--- src/rtl/laser_frame_sequencer.sv ---
// laser_frame_sequencer
//   Upstream feeder for the laser two-circle search core. It collects one
//   frame of NPTS target points from a valid/ready stream and then pulses
//   the core reset for one cycle. Next it replays the frame to the core at
//   one point per cycle, waits for the core's DONE (with a timeout watchdog)
//   and presents the two circle centres on a valid/ready result channel.
//
// Ports
//   CLK, RST              clock, synchronous active-high reset
//   IN_VALID/IN_READY     point input handshake, point = {IN_Y, IN_X}
//   CORE_RST              registered reset to the core
//   CORE_X/CORE_Y         replayed point stream to the core
//   CORE_DONE, CORE_C*    core result strobe and circle centres
//   OUT_VALID/OUT_READY   result handshake
//   OUT_C*                captured centres (0 on timeout)
//   OUT_ERR               1 = core timed out
//   BUSY                  high in every state other than COLLECT
module laser_frame_sequencer #(
    parameter int NPTS    = 40,
    parameter int IDX_W   = 6,
    parameter int TIMEOUT = 40000,
    parameter int TO_W    = 16
) (
    input  logic       CLK,
    input  logic       RST,
    input  logic       IN_VALID,
    output logic       IN_READY,
    input  logic [3:0] IN_X,
    input  logic [3:0] IN_Y,
    output logic       CORE_RST,
    output logic [3:0] CORE_X,
    output logic [3:0] CORE_Y,
    input  logic       CORE_DONE,
    input  logic [3:0] CORE_C1X,
    input  logic [3:0] CORE_C1Y,
    input  logic [3:0] CORE_C2X,
    input  logic [3:0] CORE_C2Y,
    output logic       OUT_VALID,
    input  logic       OUT_READY,
    output logic [3:0] OUT_C1X,
    output logic [3:0] OUT_C1Y,
    output logic [3:0] OUT_C2X,
    output logic [3:0] OUT_C2Y,
    output logic       OUT_ERR,
    output logic       BUSY
);

    typedef enum logic [2:0] {
        COLLECT    = 3'd0,
        CORE_RESET = 3'd1,
        STREAM     = 3'd2,
        WAIT_DONE  = 3'd3,
        PRESENT    = 3'd4
    } state_t;

    state_t            state_q;
    logic [IDX_W-1:0]  count_q;
    logic [IDX_W-1:0]  idx_q;
    logic [TO_W-1:0]   to_cnt_q;
    logic [7:0]        pts_q [NPTS];
    logic              in_ready_q;
    logic              core_rst_q;
    logic [3:0]        core_x_q;
    logic [3:0]        core_y_q;
    logic              out_valid_q;
    logic              out_err_q;
    logic [15:0]       out_c_q;
    logic              busy_q;
    logic              accept_s;

    assign accept_s = IN_VALID && in_ready_q && (state_q == COLLECT);

    // Point buffer: frame data only, so it is not cleared by reset; count_q
    // alone decides which entries are meaningful.
    always_ff @(posedge CLK) begin
        if (!RST && accept_s) begin
            pts_q[count_q] <= {IN_Y, IN_X};
        end
    end

    // Sequencer FSM with all outputs registered.
    always_ff @(posedge CLK) begin
        if (RST) begin
            state_q     <= COLLECT;
            count_q     <= {IDX_W{1'b0}};
            idx_q       <= {IDX_W{1'b0}};
            to_cnt_q    <= {TO_W{1'b0}};
            in_ready_q  <= 1'b0;
            core_rst_q  <= 1'b1;
            core_x_q    <= 4'd0;
            core_y_q    <= 4'd0;
            out_valid_q <= 1'b0;
            out_err_q   <= 1'b0;
            out_c_q     <= 16'd0;
            busy_q      <= 1'b0;
        end else begin
            // Core reset is a single-cycle pulse unless a branch re-asserts it.
            core_rst_q <= 1'b0;
            case (state_q)
                COLLECT: begin
                    in_ready_q <= 1'b1;
                    if (accept_s) begin
                        count_q <= count_q + IDX_W'(1);
                        // Last point: drop ready now so nothing is overaccepted.
                        if (count_q == IDX_W'(NPTS - 1)) begin
                            state_q    <= CORE_RESET;
                            in_ready_q <= 1'b0;
                            core_rst_q <= 1'b1;
                            busy_q     <= 1'b1;
                        end
                    end
                end
                CORE_RESET: begin
                    // Point 0 goes out in the first cycle CORE_RST is low.
                    state_q  <= STREAM;
                    idx_q    <= {IDX_W{1'b0}};
                    core_x_q <= pts_q[0][3:0];
                    core_y_q <= pts_q[0][7:4];
                end
                STREAM: begin
                    if (idx_q == IDX_W'(NPTS - 1)) begin
                        state_q  <= WAIT_DONE;
                        core_x_q <= 4'd0;
                        core_y_q <= 4'd0;
                        to_cnt_q <= {TO_W{1'b0}};
                    end else begin
                        idx_q    <= idx_q + IDX_W'(1);
                        core_x_q <= pts_q[idx_q + IDX_W'(1)][3:0];
                        core_y_q <= pts_q[idx_q + IDX_W'(1)][7:4];
                    end
                end
                WAIT_DONE: begin
                    // DONE takes priority over a timeout in the same cycle.
                    if (CORE_DONE) begin
                        out_c_q     <= {CORE_C1X, CORE_C1Y, CORE_C2X, CORE_C2Y};
                        out_err_q   <= 1'b0;
                        out_valid_q <= 1'b1;
                        state_q     <= PRESENT;
                    end else if (to_cnt_q == TO_W'(TIMEOUT - 1)) begin
                        out_c_q     <= 16'd0;
                        out_err_q   <= 1'b1;
                        out_valid_q <= 1'b1;
                        state_q     <= PRESENT;
                    end else begin
                        to_cnt_q <= to_cnt_q + TO_W'(1);
                    end
                end
                PRESENT: begin
                    if (OUT_READY) begin
                        // Park the core while the next frame is collected.
                        out_valid_q <= 1'b0;
                        count_q     <= {IDX_W{1'b0}};
                        core_rst_q  <= 1'b1;
                        in_ready_q  <= 1'b1;
                        busy_q      <= 1'b0;
                        state_q     <= COLLECT;
                    end else begin
                        out_valid_q <= 1'b1;
                    end
                end
                default: begin
                    state_q     <= COLLECT;
                    count_q     <= {IDX_W{1'b0}};
                    in_ready_q  <= 1'b0;
                    core_rst_q  <= 1'b1;
                    out_valid_q <= 1'b0;
                    busy_q      <= 1'b0;
                end
            endcase
        end
    end

    assign IN_READY  = in_ready_q;
    assign CORE_RST  = core_rst_q;
    assign CORE_X    = core_x_q;
    assign CORE_Y    = core_y_q;
    assign OUT_VALID = out_valid_q;
    assign OUT_ERR   = out_err_q;
    assign OUT_C1X   = out_c_q[15:12];
    assign OUT_C1Y   = out_c_q[11:8];
    assign OUT_C2X   = out_c_q[7:4];
    assign OUT_C2Y   = out_c_q[3:0];
    assign BUSY      = busy_q;

endmodule

--- config.mk ---
export PLATFORM = sky130hd
export DESIGN_NAME = laser_frame_sequencer
export DESIGN_NICKNAME = d
export VERILOG_FILES = /design/src/rtl/laser_frame_sequencer.sv
export SDC_FILE = /design/constraint.sdc
export NUM_CORES = 1
export LEC_CHECK = 0
export CAP_MARGIN = 20
export CORE_UTILIZATION = 59
export CTS_CLUSTER_DIAMETER = 30
export DETAILED_ROUTE_END_ITERATION = 10
export DONT_BUFFER_PORTS = 1
export PLACE_DENSITY = 0.76
export SYNTH_ARGS = -nofsm -noshare
export SYNTH_HDL_FRONTEND = slang
export SYNTH_SLANG_ARGS = --single-unit
--- constraint.sdc ---
create_clock -name CLK -period 5.4 [get_ports CLK]
set_input_delay 1.08 -clock CLK [delete_from_list [all_inputs] [get_ports CLK]]
set_output_delay 1.08 -clock CLK [all_outputs]
set_load 0.005 [all_outputs]
==> results of run 1 <==
==> where the power goes <==
part / switching [mW] / internal, mW
sequential: 0.00345 / 3.18
combinational: 0.0120 / 0.00452
clock: 1.38 / 2.54
total: 1.39 / 5.73
==> layer usage <==
| metal | wire, µm | track usage | part of all wire |
|---|---|---|---|
| met2 | 16300 | 0.412 | 0.48 |
| met4 | 1150 | 0.116 | 0.034 |
| met1 | 13300 | 0.358 | 0.39 |
| met5 | 0 | 0 | 0 |
| met3 | 3080 | 0.0556 | 0.091 |
==> synth_stat cells (5+ instances only) <==
master	number
a211oi_1	9
a21oi_1	46
a221oi_1	8
a41oi_1	8
and3_1	5
buf_1	5
buf_2	16
buf_4	8
buf_6	5
clkbuf_1	26
dfxtp_1	60
edfxtp_1	320
inv_1	6
mux2_2	16
mux4_2	64
nand2_1	149
nand2b_1	7
nand3_1	53
nand3b_1	7
nand4_1	6
nor2_1	89
nor2b_1	8
nor3_1	6
o2111ai_1	5
o211ai_1	5
o21ai_0	9
o22ai_1	8
or4_1	10
xor2_1	10
==> flip-flops by register name, summed over array words and instances (netlist names) <==
signal	count
pts_q	320
out_c_q	16
to_cnt_q	16
count_q	6
idx_q	6
CORE_X	4
CORE_Y	4
state_q	3
BUSY	1
CORE_RST	1
IN_READY	1
OUT_ERR	1
OUT_VALID	1
==> cells by family after synthesis <==
| kind of cell | share of synthesized area |
|---|---|
| compound gates | 0.0499 |
| xor+xnor | 0.00919 |
| fa+ha+maj | 0.00244 |
| buf+inv | 0.0218 |
| flops | 0.703 |
| mux | 0.106 |
| simple gates | 0.108 |
==> worst max-delay path by stage <==
stage                             endpoint  depth (start not counted)                   from
floorplan           pts_q[31][0]$_DFFE_PP_                          6               IN_VALID
global placement    pts_q[35][5]$_DFFE_PP_                          5               IN_VALID
detailed placement  pts_q[13][0]$_DFFE_PP_                          5               IN_VALID
CTS                 CORE_X[0]$_SDFFE_PP0P_                          7  idx_q[1]$_SDFFE_PP0P_
global route        CORE_X[0]$_SDFFE_PP0P_                          8  idx_q[1]$_SDFFE_PP0P_
finish              CORE_X[0]$_SDFFE_PP0P_                          8  idx_q[1]$_SDFFE_PP0P_
==> area by class of cell <==
class	count	area [µm²]	share of cell area
Clock buffer	68	1570	0.0891
Clock inverter	45	528	0.0299
Inverter	6	22.5	0.00128
Multi-Input combinational cell	581	4260	0.241
Sequential cell	380	10800	0.612
Tap cell	330	413	0.0234
Timing Repair Buffer	6	45.0	0.00255
==> critical path, delay by kind of cell (launching register included) <==
kind	cells	cell delay, ps
buf+inv	1	780
compound gates	2	390
simple gates	1	540
fa+ha+maj	1	270
mux	2	550
xor+xnor	1	140
flops	1	420
==> placed cells by master, fill, tap and decap left out, types with 8 or more instances in the layout <==
| cell | synthesis | final |
|---|---|---|
| edfxtp_1 | 320 | 320 |
| mux4_2 | 64 | 64 |
| dfxtp_1 | 60 | 59 |
| nor2b_1 | 8 | 8 |
| nor2_1 | 89 | 89 |
| a41oi_1 | 8 | 8 |
| xor2_1 | 10 | 10 |
| a21oi_1 | 46 | 46 |
| mux2_2 | 16 | 16 |
| nand3_1 | 53 | 53 |
| o21ai_0 | 9 | 9 |
| a221oi_1 | 8 | 8 |
| clkinv_2 | 0 | 11 |
| nand2_1 | 149 | 149 |
| o22ai_1 | 8 | 8 |
| a211oi_1 | 9 | 9 |
| clkinvlp_4 | 0 | 11 |
| clkbuf_16 | 0 | 61 |
| bufinv_16 | 0 | 9 |
| or4_1 | 10 | 10 |
==> flow_summary.json, run 1 <==
{
  "drive_gt1_frac": 0.189,
  "numCtsBuffers": 60,
  "portBuffers": 0,
  "power.density_mw_per_mm2": 403,
  "cts_resized": 0,
  "fmaxAchievable_ghz": 0.311,
  "cp_slowest_cell": "buf_4",
  "status": "complete, no violations",
  "grt_start_max_net_pins": 81,
  "avgSynthCellArea_um2": 15.0,
  "r2r_cells": 8,
  "postSynthNetCount": 1059,
  "setup_violations": 0,
  "cts_buffer_depth": 3,
  "num-fill-cells": 1596,
  "p_leak_nw": 5.62,
  "core-area_mm2": 0.0254,
  "die_w_um": 163,
  "avgRoutedWirePerCell_um": 23.9,
  "cp_max_fo": 80,
  "yosysSeqAreaShare": 0.703,
  "clockRootBuffer": "clkbuf_16",
  "synth_area_leaders": "edfxtp_1 62%, mux4_2 9.4%, dfxtp_1 7.8%",
  "yosysUniqueCellTypes": 57,
  "ir_worst_vdd_mv": 0.361,
  "skew_ps": 17.3,
  "viasPerCell": 6.43,
  "cts_tree": "built",
  "hold_violations": 0,
  "die_area_mm2": 0.0267,
  "clock-sinks": 380,
  "crit_path_cell_trace": "ha_4, xor2_4, buf_4, mux4_2, mux2_2, o22ai_1, or4_1, a211oi_1",
  "firstDrtPassIters": 6,
  "grt_usage": 0.263,
  "start_util": 0.606,
  "drtAntennaViolNets": 0,
  "grt-ovfl-total": 0,
  "critical_path_arrival_ps": 3700,
  "rsz0062_at_grt": "no",
  "r2r_slack_ps": 2180,
  "worstSkewPairLatency_ps": 580,
  "worst_slew_pin_slew_ps": 1040,
  "place.gp.congestion": 0.943,
  "die_y_um": 163,
  "grt_pass1_vias": 8873,
  "cts_setup_buffers": 0,
  "drv_cap": 0,
  "row_count": 58,
  "tns_ps": 0,
  "dpl.hpwl_um": 19800,
  "min_period_ps": 3220,
  "relSlewSlack": 0.300,
  "final_area_mm2": 0.0177,
  "ys_ff_latch": 380,
  "r2r_end": "CORE_X[0]$_SDFFE_PP0P_",
  "whs_ps": 464,
  "ys.flop_type": "edfxtp_1",
  "worstPathRequired_ps": 5890,
  "io_pins": 58,
  "hold_start": "to_cnt_q[1]$_SDFFE_PP0P_",
  "area_growth_pct": 14.8,
  "hold_depth": 2,
  "grt_pass1_wl_um": 51600,
  "yosys.area.top_type": "edfxtp_1",
  "drt_iter0_drc": 982,
  "hold-path-endpoint": "to_cnt_q[1]$_SDFFE_PP0P_",
  "place_ws_ps": 1900,
  "dpl_cell_area_mm2": 0.0156,
  "yosysTopAreaCellShare": 0.624,
  "power_mw": 7.12,
  "antenna_found_initial": 0,
  "finalWorstSetupSlack_ps": 2180,
  "cts_hold_buf": 0,
  "drt-total-wl_um": 33800,
  "hold_path.class": "reg2reg",
  "antenna_cells": 0,
  "num_vias": 9104,
  "startpoint_type": "register",
  "nNetsFinal": 1067,
  "clk_pin_slew_ps": 50,
  "netlist_area_mm2": 0.0154,
  "stdcell_count": 1416,
  "placed_cells": 1303,
  "max_stage_delay_ps": 780,
  "yosysWarnings": 0,
  "ys_async_sr_fraction": 0,
  "drcViolationCount": 0,
  "fin_crit_sh": 0.596,
  "htree_levels": 2,
  "synth_edf_count": 320,
  "final_util": 0.695,
  "rr_startpoint": "idx_q[1]$_SDFFE_PP0P_",
  "endpoint_kind": "register",
  "slew_viol_final": 0,
  "synthCells": 1027,
  "critical_path_class": "reg2reg"
}
Note: power is estimated with default switching activity, not from simulation.
==> run 2, diff against run 1 <==
==> constraint.sdc (replaced) <==
create_clock -name CLK -period 3.34 [get_ports CLK]
set_input_delay 0.668 -clock CLK [delete_from_list [all_inputs] [get_ports CLK]]
set_output_delay 0.668 -clock CLK [all_outputs]
set_load 0.005 [all_outputs]
==> flow_summary.json, run 2 (same netlist as run 1, synthesis figures left out) <==
{
  "antenna_cells": 0,
  "die_y_um": 163,
  "startpoint_type": "register",
  "fmaxAchievable_ghz": 0.326,
  "hold_violations": 0,
  "cp_slowest_cell": "or4_1",
  "num-fill-cells": 1563,
  "intPower_mw": 9.33,
  "core-area_mm2": 0.0254,
  "wl_met3_um": 2990,
  "antenna_found_initial": 0,
  "max_stage_delay_ps": 650,
  "drv_cap": 0,
  "fin_crit_sh": 0.919,
  "min_period_ps": 3070,
  "ir_worst_vdd_mv": 0.493,
  "layout_commonest_cell": "edfxtp_1",
  "setup_violations": 0,
  "swShare": 0.199,
  "die_area_mm2": 0.0267,
  "io_pins": 58,
  "drt_iter0_drc": 1198,
  "dr_wl_met2_um": 17000,
  "die_w_um": 163,
  "portBuffers": 0,
  "critical_path_arrival_ps": 3510,
  "worstPathRequired_ps": 3780,
  "relSlewSlack": 0.299,
  "slew_viol_final": 0,
  "p_leak_nw": 5.88,
  "firstDrtPassIters": 6,
  "num_vias": 9261,
  "largest_reg_flops": 320,
  "worstSkewPairLatency_ps": 570,
  "drtAntennaViolNets": 0,
  "topRoutingLayerUsed": "met4",
  "cts_tree": "built",
  "start_util": 0.606,
  "grt_pass1_vias": 9054,
  "crit_path_cell_trace": "buf_4, and3_1, and4_1, o21ai_0, or4_1, a211oi_1",
  "wl_met1_um": 13700,
  "grt_usage": 0.273,
  "drcViolationCount": 0,
  "mostFrequentLayoutCells": "320 x edfxtp_1, 149 x nand2_1, 89 x nor2_1, 68 x clkbuf_16, 64 x mux4_2",
  "grt_pass1_wl_um": 53000,
  "hold_path.class": "in2reg",
  "cts_buffer_depth": 3,
  "numCtsBuffers": 66,
  "seqPwrFrac": 0.442,
  "clockPowerShare": 0.556,
  "cts_resized": 0,
  "grt_start_max_net_pins": 81,
  "power.density_mw_per_mm2": 646,
  "nNetsFinal": 1111,
  "area_growth_pct": 17.3,
  "clk_pin_slew_ps": 50,
  "place.gp.congestion": 0.959,
  "worst_slew_pin_slew_ps": 1050,
  "status": "complete, no violations",
  "row_count": 58,
  "largest_register": "pts_q",
  "pwr-share-comb": 0.002,
  "grt-ovfl-total": 0,
  "critical_path_class": "reg2reg",
  "rsz0062_at_grt": "no",
  "htree_levels": 3,
  "whs_ps": 180,
  "dpl.hpwl_um": 20700,
  "clock-sinks": 380,
  "reg_top3": "pts_q x320, out_c_q x16, to_cnt_q x16",
  "avgRoutedWirePerCell_um": 24.0,
  "drt-total-wl_um": 35000,
  "tns_ps": 0,
  "p_switching_mw": 2.32,
  "endpoint_kind": "register",
  "clockRootBuffer": "clkbuf_16",
  "cp_max_fo": 34,
  "cts_setup_buffers": 0,
  "drive_gt1_frac": 0.217,
  "cts_hold_buf": 0,
  "viasPerCell": 6.34,
  "skew_ps": 25.2
}
==> run 2: cell type report <==
| type | count | area, µm² | area share |
|---|---|---|---|
| multi-input combinational | 581 | 4260 | 0.236 |
| clock inverter | 45 | 444 | 0.0246 |
| timing repair buffer | 44 | 343 | 0.0190 |
| tap | 330 | 413 | 0.0229 |
| sequential | 380 | 10800 | 0.599 |
| clock buffer | 74 | 1740 | 0.0967 |
| inverter | 6 | 22.5 | 0.00125 |
==> run 2: routing by layer <==
metal,vias to the layer above,global-route usage
li1,4059,-
met4,0,0.120
met5,-,0
met3,97,0.0533
met2,496,0.431
met1,4609,0.371
==> run 2: power by group through the flow <==
stage	registers [mW]	clock network (mW)	logic, mW
2_1_floorplan	5.25	0	0.0256
3_3_place_gp	5.25	0	0.0232
3_5_place_dp	5.25	0	0.0239
4_1_cts	5.16	6.52	0.0240
5_1_grt	5.15	6.74	0.0268
6_report	5.16	6.48	0.0244
==> run 2: path summary, 6_finish.rpt <==
| kind | to | cells past startpoint | start | slack [ps] |
|---|---|---|---|---|
| max | CORE_X[0]$_SDFFE_PP0P_ | 6 | idx_q[0]$_SDFFE_PP0P_ | 270 |
| min | out_c_q[3]$_SDFFE_PP0P_ | 1 | RST | 180 |
| max reg2reg | CORE_X[0]$_SDFFE_PP0P_ | 6 | idx_q[0]$_SDFFE_PP0P_ | 270 |
| min reg2reg | to_cnt_q[1]$_SDFFE_PP0P_ | 2 | to_cnt_q[1]$_SDFFE_PP0P_ | 470 |
==> run 2: metrics by stage <==
| step | cell area (µm²) | instances | setup WS, ps | utilization | power (mW) |
|---|---|---|---|---|---|
| 2_1_floorplan | 15400 | 1027 | 841 | - | 5.27 |
| 3_3_place_gp | 15800 | 1340 | 496 | 0.624 | 5.27 |
| 3_5_place_dp | 15800 | 1340 | 454 | 0.624 | 5.27 |
| 4_1_cts | 18000 | 1459 | 374 | 0.710 | 11.7 |
| 5_1_grt | 18000 | 1460 | 195 | 0.710 | 11.9 |
| 6_report | 18000 | 1460 | 272 | 0.710 | 11.7 |
==> run 2: critical path: cells and delay by family, from the launching register on <==
kind | cells | cell delay [ps]
buffers and inverters | 1 | 490
AOI/OAI and AO/OA | 2 | 670
and+or+nand+nor | 3 | 1420
DFF | 1 | 360
